$ cat src/rtl/ex_operand_stage_pkg.sv
// Shared widths, ALU control bundle layout, forward-select encoding and opcode
// constants for the ID/EX operand stage.
package ex_operand_stage_pkg;

  localparam int DATA_W = 16;
  localparam int REG_AW = 3;
  localparam int CTL_W  = 10;

  // Bit offsets inside the ALU control bundle {Oper[3:0], instruct[1:0], invA, invB, sign, Cin}
  localparam int CTL_CIN_BIT    = 0;
  localparam int CTL_SIGN_BIT   = 1;
  localparam int CTL_INVB_BIT   = 2;
  localparam int CTL_INVA_BIT   = 3;
  localparam int CTL_INSTR_LSB  = 4;
  localparam int CTL_OPER_LSB   = 6;

  typedef enum logic [1:0] {
    FWD_REG   = 2'b00,
    FWD_MEMWB = 2'b01,
    FWD_EXMEM = 2'b10
  } fwd_sel_e;

  // Opcode constants shared with opcodes.v
  localparam logic [4:0] OP_ADDI = 5'b01000;
  localparam logic [4:0] OP_ST   = 5'b10000;
  localparam logic [4:0] OP_LD   = 5'b10001;
  localparam logic [4:0] OP_ALU  = 5'b11011;
  localparam logic [4:0] OP_J    = 5'b00100;

  // Contents of the ID/EX register
  typedef struct packed {
    logic              valid;
    logic [REG_AW-1:0] rs_addr;
    logic [REG_AW-1:0] rt_addr;
    logic              rs_used;
    logic              rt_used;
    logic [DATA_W-1:0] rs_data;
    logic [DATA_W-1:0] rt_data;
    logic [DATA_W-1:0] imm;
    logic              use_imm;
    logic [CTL_W-1:0]  ctl;
    logic [REG_AW-1:0] rd;
    logic              reg_wr;
    logic              mem_rd;
  } ex_stage_t;

  function automatic logic src_hit(input logic              wr,
                                   input logic [REG_AW-1:0] rd,
                                   input logic [REG_AW-1:0] src);
    return wr && (rd == src);
  endfunction

endpackage

$ cat src/rtl/ex_fwd_mux.sv
// Per-operand forwarding mux: EX/MEM beats MEM/WB, otherwise the stored register value.
module ex_fwd_mux
  import ex_operand_stage_pkg::*;
(
  input  logic [REG_AW-1:0] src_addr_i,
  input  logic              src_used_i,
  input  logic [DATA_W-1:0] src_data_i,
  input  logic [REG_AW-1:0] exmem_rd_i,
  input  logic              exmem_reg_wr_i,
  input  logic [DATA_W-1:0] exmem_result_i,
  input  logic [REG_AW-1:0] memwb_rd_i,
  input  logic              memwb_reg_wr_i,
  input  logic [DATA_W-1:0] memwb_result_i,
  output fwd_sel_e          sel_o,
  output logic [DATA_W-1:0] operand_o
);

  always_comb begin
    sel_o     = FWD_REG;
    operand_o = src_data_i;
    if (src_used_i && src_hit(exmem_reg_wr_i, exmem_rd_i, src_addr_i)) begin
      sel_o     = FWD_EXMEM;
      operand_o = exmem_result_i;
    end else if (src_used_i && src_hit(memwb_reg_wr_i, memwb_rd_i, src_addr_i)) begin
      sel_o     = FWD_MEMWB;
      operand_o = memwb_result_i;
    end
  end

endmodule

$ cat src/rtl/ex_operand_stage.sv
// ID/EX operand stage: registers decode outputs, forwards producers onto the ALU inputs,
// and stalls decode on hazards. Define EX_FORWARD_EN to enable operand forwarding.
module ex_operand_stage
  import ex_operand_stage_pkg::*;
(
  input  logic              clk,
  input  logic              rst,
  input  logic              id_valid,
  input  logic [REG_AW-1:0] id_rs_addr,
  input  logic [REG_AW-1:0] id_rt_addr,
  input  logic              id_rs_used,
  input  logic              id_rt_used,
  input  logic [DATA_W-1:0] id_rs_data,
  input  logic [DATA_W-1:0] id_rt_data,
  input  logic [DATA_W-1:0] id_imm,
  input  logic              id_use_imm,
  input  logic [CTL_W-1:0]  id_alu_ctl,
  input  logic [REG_AW-1:0] id_rd_addr,
  input  logic              id_reg_wr,
  input  logic              id_mem_rd,
  input  logic              flush,
  input  logic              hold,
  input  logic [REG_AW-1:0] exmem_rd,
  input  logic              exmem_reg_wr,
  input  logic [DATA_W-1:0] exmem_result,
  input  logic [REG_AW-1:0] memwb_rd,
  input  logic              memwb_reg_wr,
  input  logic [DATA_W-1:0] memwb_result,
  output logic [DATA_W-1:0] alu_InA,
  output logic [DATA_W-1:0] alu_InB,
  output logic [CTL_W-1:0]  alu_ctl,
  output logic              ex_valid,
  output logic [REG_AW-1:0] ex_rd_addr,
  output logic              ex_reg_wr,
  output logic              ex_mem_rd,
  output logic              id_stall
);

`ifdef EX_FORWARD_EN
  localparam bit FWD_ON = 1'b1;
`else
  localparam bit FWD_ON = 1'b0;
`endif

  ex_stage_t         stage_q, stage_d;
  fwd_sel_e          sel_a, sel_b;
  logic [DATA_W-1:0] fwd_a, fwd_b;
  logic              ex_writes, rs_reads, rt_reads;
  logic              load_use, raw, hazard;

  // With forwarding disabled the muxes see used=0 and collapse to the stored data
  ex_fwd_mux u_fwd_a (
    .src_addr_i     (stage_q.rs_addr),
    .src_used_i     (FWD_ON && stage_q.valid && stage_q.rs_used),
    .src_data_i     (stage_q.rs_data),
    .exmem_rd_i     (exmem_rd),
    .exmem_reg_wr_i (exmem_reg_wr),
    .exmem_result_i (exmem_result),
    .memwb_rd_i     (memwb_rd),
    .memwb_reg_wr_i (memwb_reg_wr),
    .memwb_result_i (memwb_result),
    .sel_o          (sel_a),
    .operand_o      (fwd_a)
  );

  ex_fwd_mux u_fwd_b (
    .src_addr_i     (stage_q.rt_addr),
    .src_used_i     (FWD_ON && stage_q.valid && stage_q.rt_used),
    .src_data_i     (stage_q.rt_data),
    .exmem_rd_i     (exmem_rd),
    .exmem_reg_wr_i (exmem_reg_wr),
    .exmem_result_i (exmem_result),
    .memwb_rd_i     (memwb_rd),
    .memwb_reg_wr_i (memwb_reg_wr),
    .memwb_result_i (memwb_result),
    .sel_o          (sel_b),
    .operand_o      (fwd_b)
  );

  assign ex_writes = stage_q.valid & stage_q.reg_wr;
  assign rs_reads  = id_valid & id_rs_used;
  assign rt_reads  = id_valid & id_rt_used;

  assign load_use = ex_writes & stage_q.mem_rd &
                    ((rs_reads & (stage_q.rd == id_rs_addr)) |
                     (rt_reads & (stage_q.rd == id_rt_addr)));

  // Without forwarding any in-flight writer of a decode source must drain first
  assign raw = (rs_reads & (src_hit(ex_writes, stage_q.rd, id_rs_addr) |
                            src_hit(exmem_reg_wr, exmem_rd, id_rs_addr))) |
               (rt_reads & (src_hit(ex_writes, stage_q.rd, id_rt_addr) |
                            src_hit(exmem_reg_wr, exmem_rd, id_rt_addr)));

  assign hazard   = load_use | (!FWD_ON & raw);
  assign id_stall = hazard | hold;

  always_comb begin
    stage_d = stage_q;
    if (flush) begin
      stage_d.valid  = 1'b0;
      stage_d.reg_wr = 1'b0;
      stage_d.mem_rd = 1'b0;
    end else if (hold) begin
      // Capture any producer retiring while frozen so its value survives the hold
      if (sel_a != FWD_REG) stage_d.rs_data = fwd_a;
      if (sel_b != FWD_REG) stage_d.rt_data = fwd_b;
    end else if (hazard) begin
      stage_d.valid  = 1'b0;
      stage_d.reg_wr = 1'b0;
      stage_d.mem_rd = 1'b0;
      stage_d.ctl    = '0;
    end else begin
      stage_d.valid   = id_valid;
      stage_d.rs_addr = id_rs_addr;
      stage_d.rt_addr = id_rt_addr;
      stage_d.rs_used = id_rs_used;
      stage_d.rt_used = id_rt_used;
      stage_d.rs_data = id_rs_data;
      stage_d.rt_data = id_rt_data;
      stage_d.imm     = id_imm;
      stage_d.use_imm = id_use_imm;
      stage_d.ctl     = id_alu_ctl;
      stage_d.rd      = id_rd_addr;
      stage_d.reg_wr  = id_reg_wr;
      stage_d.mem_rd  = id_mem_rd;
    end
  end

  always_ff @(posedge clk or posedge rst) begin
    if (rst) stage_q <= '0;
    else     stage_q <= stage_d;
  end

  assign alu_InA    = fwd_a;
  assign alu_InB    = stage_q.use_imm ? stage_q.imm : fwd_b;
  assign alu_ctl    = stage_q.ctl;
  assign ex_valid   = stage_q.valid;
  assign ex_rd_addr = stage_q.rd;
  assign ex_reg_wr  = stage_q.reg_wr;
  assign ex_mem_rd  = stage_q.mem_rd;

endmodule

$ cat config.mk
export PLATFORM = sky130hd
export DESIGN_NAME = ex_operand_stage
export DESIGN_NICKNAME = d
export VERILOG_FILES = /design/src/rtl/ex_operand_stage_pkg.sv /design/src/rtl/ex_fwd_mux.sv /design/src/rtl/ex_operand_stage.sv
export SDC_FILE = /design/constraint.sdc
export NUM_CORES = 1
export LEC_CHECK = 0
export ABC_AREA = 1
export CAP_MARGIN = 20
export CORE_ASPECT_RATIO = 1.1
export CORE_MARGIN = 3
export CORE_UTILIZATION = 35
export DETAILED_ROUTE_END_ITERATION = 7
export GPL_ROUTABILITY_DRIVEN = 0
export PLACE_DENSITY = 0.81
export SKIP_LAST_GASP = 1
export SLEW_MARGIN = 10
export SYNTH_ARGS = -nofsm -noshare
export SYNTH_HDL_FRONTEND = slang
export SYNTH_SLANG_ARGS = --single-unit
export TNS_END_PERCENT = 50
$ cat constraint.sdc
create_clock -name clk -period 1.7 [get_ports clk]
set_input_delay 0.17 -clock clk [delete_from_list [all_inputs] [get_ports clk]]
set_output_delay 0.17 -clock clk [all_outputs]
set_load 0.005 [all_outputs]
After elaboration in Yosys (flattened, before gate mapping)
Cells that the tools add are included.
{"block": "word_totals", "ff_bits": 73, "latch_bits": 0, "mem_bits_rw": 0, "romBits": 0, "inputBits": 117, "out_inout_bits": 49, "word_cells": 51, "mem_count": 0}
{"block": "op_classes", "addsub": 0, "multipliers": 0, "div_mod_pow": 0, "n_lt_le_gt_ge": 0, "n_eq_ne": 5, "n_shift": 0, "n_mux": 9, "bitwise": 18, "reduce_logical": 6}
{"op": "$mux 57", "n": 1}
{"op": "$mux 16", "n": 1}
{"op": "$eq 3x3->1", "n": 4}
{"op": "$mux 10", "n": 1}
{"op": "$and 1x1->1", "n": 9}
{"op": "$mux 9", "n": 1}
{"op": "$mux 2", "n": 3}
{"op": "$or 1x1->1", "n": 6}
{"op": "$logic_and 1x1->1", "n": 4}
{"op": "$not 1->1", "n": 3}
{"op": "$reduce_and 3->1", "n": 1}
{"op": "$mux 1", "n": 2}
{"op": "$ne 2x2->1 const B", "n": 1}
{"op": "$reduce_and 2->1", "n": 1}

Depth between registers and ports, before layout
{"block": "depth", "depth_word": 9, "ltp_mapped": 11}

By module
Synthesis repeated with hierarchy kept, for this count alone.
{"block": "unflattened", "cells_unflattened": 819, "area_unflattened_um2": 5408.9}
{"module": "ex_operand_stage", "instances": 1, "cells_per_inst": 521, "area_each_um2": 4045.1, "seq_area_each_um2": 1776.7}
{"module": "ex_fwd_mux", "instances": 2, "cells_per_inst": 149, "area_each_um2": 681.9, "seq_area_each_um2": 0.0}

Worst setup path after synthesis
OpenSTA, ideal clock, no wires.
{"block": "synth_path", "path_kind": "reg-to-reg", "from": "reg stage_q, in the netlist ex_rd_addr[0]", "to": "reg stage_q, in the netlist ex_rd_addr[2]", "t_arrival_ps": 1254, "t_required_ps": 1635, "slack_ps": 380, "path_stages_with_launch": 12, "synth_period_minus_slack_ps": 1320, "cell_sequence": "dfrtp_1 -> inv_1 -> nand2_1 -> nand2_1 -> nor2_1 -> nand2_1 -> nand2_2 -> a21oi_4 -> buf_12 -> buf_12 -> nand4_1 -> nand2_1"}
{"block": "synth_via", "elab_chain_cells": 8}
{"item": "start: declaration", "line": "ex_operand_stage.sv:45", "text": "ex_stage_t stage_q, stage_d;"}
{"item": "start signal: assignment", "line": "ex_operand_stage.sv:131", "text": "else stage_q <= stage_d;"}
{"item": "$eq 3x3->1, on equally long branches", "line": "ex_operand_stage_pkg.sv:50, ex_operand_stage.sv:85, ex_operand_stage.sv:86"}
{"item": "$logic_and 1x1->1", "line": "ex_operand_stage_pkg.sv:50", "text": "return wr && (rd == src);"}
{"item": "$or 1x1->1, on equally long branches", "line": "ex_operand_stage.sv:89, ex_operand_stage.sv:91"}
{"item": "$and 1x1->1, on equally long branches", "line": "ex_operand_stage.sv:89, ex_operand_stage.sv:91"}
{"item": "$or 1x1->1", "line": "ex_operand_stage.sv:90", "text": "src_hit(exmem_reg_wr, exmem_rd, id_rs_addr))) |"}
{"item": "$or 1x1->1 (*)", "line": "ex_operand_stage.sv:94", "text": "assign hazard = load_use | (!FWD_ON & raw);"}
{"item": "$not 1->1 (no source line) (*)"}
{"item": "$reduce_and 3->1 (no source line) (*)"}
Every way passes the cells marked *; elsewhere a longest branch is shown, timed or not.
A chain may end at the register's enable or synchronous reset.

Final worst setup path
{"block": "layout_path", "from": "reg stage_q[15] (netlist name)", "to": "out alu_InB[6]"}
{"block": "layout_via", "elab_chain_cells": 1}
{"item": "$mux 16", "line": "ex_operand_stage.sv:135", "text": "assign alu_InB = stage_q.use_imm ? stage_q.imm : fwd_b;"}
{"item": "end: declaration", "line": "ex_operand_stage.sv:30", "text": "output logic [DATA_W-1:0] alu_InB,"}
No other way between the ends.

==> impl_metrics.json <==
{
  "synth_edf_count": 0,
  "vias_per_cell": 4.950,
  "initial_core_util_pct": 36.77,
  "yosys.cell_types.count": 18,
  "switching_share_pct": 27.17,
  "design.core.area_sq_um": 9583,
  "pwr-share-comb_pct": 26.9,
  "cts.path.max_buffers": 2,
  "p_int_uw": 3160,
  "die_w_microns": 101.7,
  "drtIter0Drc": 133,
  "cts.sink_count": 65,
  "start_kind": "flip-flop",
  "clock_latency_ns": 0.34,
  "fin_nets": 639,
  "grt_pass1_vias": 3228,
  "cp.arrival_ns": 1.56,
  "synth_seq_cells": 65,
  "synthCells": 412,
  "grt_first_pass_wirelength_microns": 15540,
  "hold_slack_ns": 0.2747,
  "grt_max_degree": 66,
  "crit_type": "reg -> out",
  "maxSlewViolCount": 0,
  "drive_above_1_share_pct": 14.23,
  "yosysWarnings": 0,
  "num_vias": 3188,
  "vdd_drop_max_v": 0.0004354,
  "yosys-top-cells-count": "nand2_1, dfrtp_1, nand4_1, buf_4, inv_1",
  "fin_util_pct": 51.65,
  "fin_crit_sh_pct": 101.8,
  "yosysSeqAreaShare_pct": 46.16,
  "syn_nets": 529,
  "syn_avg_cell_area_sq_um": 8.552,
  "synth_top_cell_by_area": "dfrtp_1",
  "setup_ws_ns": -0.03003,
  "final-hold-violation-count": 0,
  "ant_nets": 0,
  "cpMaxStageDelayCell": "dfrtp_1",
  "die-area_sq_um": 11310,
  "critPathMaxStageDelay_ns": 0.37,
  "fmax_ghz": 0.5780,
  "post_drt_wl_per_cell_microns": 15.14,
  "drtPass1Iterations": 4,
  "gr-total-overflow": 0,
  "seq_power_share_pct": 43.3,
  "p_sw_uw": 1179,
  "hold_path.class": "in -> async",
  "fin_skew_ns": 0.006203,
  "dpl.hpwl_microns": 6769,
  "numCtsBuffers": 9,
  "crit_chain": "buf_4, buf_12, mux2_2, dlygate4sd2_1",
  "h-tree-depth": 3,
  "syn2layout_area_growth_pct": 40.48,
  "fin_crit_ns": 1.730,
  "pwr_density_cell_nw_per_um2": 876.6,
  "antenna_found_initial": 0,
  "clkPwrFrac_pct": 29.8,
  "violations": "setup timing",
  "syn-cell-area_sq_um": 3523,
  "port-buffer-count": 129,
  "root_buffer": "clkbuf_8",
  "critPathMaxFanout": 9,
  "synth.top_cell.area_share_pct": 46.16,
  "rsz0062_at_grt": "yes",
  "cp-end-kind": "output pin",
  "synth.most_common_cell": "nand2_1",
  "insertedDiodeCount": 0,
  "synthArstFlopShare_pct": 100.0,
  "cp_data_required_time_ns": 1.53,
  "max_slew_margin_pct": 56.58,
  "leakage_uw": 0.002450,
  "totalWireLength_microns": 9751,
  "io_pins": 166,
  "clkTransAtPathRegs_ns": 0.07,
  "cts_tree": "done",
  "rows": 37,
  "ys.flop_type": "dfrtp_1",
  "grt_use_total_pct": 17.26,
  "dieHeight_microns": 111.2,
  "synth_area_leaders": "dfrtp_1, nand2_1, nand4_1",
  "worst_slew_pin_slew_ns": 0.6489,
  "drv_cap": 0,
  "reg2reg_slack_ns": 0.01,
  "route.detailed.drc": 0,
  "status": "complete, but fails checks",
  "setup_viol": 2
}
## metal layers
layer / GRT usage (%) / wire, microns
met1: 21.38 / 4145
met2: 28.84 / 4914
met3: 3.461 / 506
met4: 7.181 / 184
met5: 0 / 0
## cell usage in the layout, fill, tap and decap left out, types with 3 or more instances in the layout
master	Yosys	routed
nand2_1	162	158
clkdlybuf4s50_1	0	112
dfrtp_1	65	64
nand4_1	55	55
buf_4	32	17
mux2_2	16	15
inv_1	18	14
nor2_1	13	12
nand3_1	10	10
o21ai_0	10	10
clkbuf_8	0	10
clkdlybuf4s15_1	0	8
nand2_2	3	7
dlygate4sd2_1	0	6
inv_2	1	4
buf_6	7	4
buf_12	5	4
clkbuf_1	2	3
## sequential cells by signal, indices dropped and copies added (netlist names)
register,flops
ex_valid,1
ex_mem_rd,1
stage_q,49
alu_ctl,10
ex_reg_wr,1
ex_rd_addr,3
## timing repair
action,CTS,global route
cloned,1,2
resized for setup,32,13
hold buffers,0,0
pin swaps,4,12
setup buffers,6,1
endpoints found under the setup margin,17,82
## critical path, delay by kind of cell, from the launching register on
family / cells / cell delay (ns)
multiplexers: 1 / 0.33
flip-flops: 1 / 0.37
buffers and inverters: 3 / 0.51
## power groups by stage
stage	registers (uW)	logic (uW)	clock network [uW]
floorplan	1870	639	0
global placement	1890	1140	0
detailed placement	1900	1160	0
CTS	1870	1170	1340
global route	1910	1280	1410
finish	1880	1170	1290
## cells by family (layout without fill, tap and decap cells)
kind of cell / after synthesis / in the layout / share of synthesized area (%)
buf+inv: 75 / 190 / 15.55
compound gates: 11 / 11 / 1.882
simple gates: 245 / 245 / 31.29
mux: 16 / 16 / 5.114
flops: 65 / 65 / 46.16
## cell type report
type	instances	area, sq um
clock inverters	3	40.04
repair buffers	155	1546
inverters	19	75.07
multi-input cells	272	1365
clock buffers	13	148.9
flip-flops and latches	65	1628
well taps	117	146.4
fillers	890	4633
## final timing paths
path | start | end | cells past startpoint
worst max register to register | ex_rd_addr[0]$_DFFE_PP0P_ | stage_q[51]$_DFFE_PP0P_ | 12
worst max-delay path | stage_q[15]$_DFFE_PP0P_ | alu_InB[6] | 4
max in group asynchronous | rst | ex_rd_addr[1]$_DFFE_PP0P_ | 3
min in group clk | id_alu_ctl[5] | alu_ctl[5]$_DFFE_PP0P_ | 3
worst min register to register | stage_q[39]$_DFFE_PP0P_ | stage_q[39]$_DFFE_PP0P_ | 2
worst min-delay path | rst | stage_q[22]$_DFFE_PP0P_ | 3
## per-stage QoR
| stage | TNS (ns) | worst slack [ns] | instance area, sq um | std cells | power, uW |
|---|---|---|---|---|---|
| after floorplan | 0 | 0.3804 | 3527 | 412 | 2505 |
| after global placement | -5.954 | -0.2435 | 4666 | 619 | 3031 |
| after detailed placement | -7.714 | -0.2892 | 4666 | 619 | 3062 |
| after CTS | -0.2095 | -0.03036 | 4915 | 642 | 4382 |
| after global routing | -5.045 | -0.1148 | 4950 | 644 | 4601 |
| final | -0.05804 | -0.03003 | 4950 | 644 | 4339 |
No activity file was read; power rests on OpenSTA's default activity.
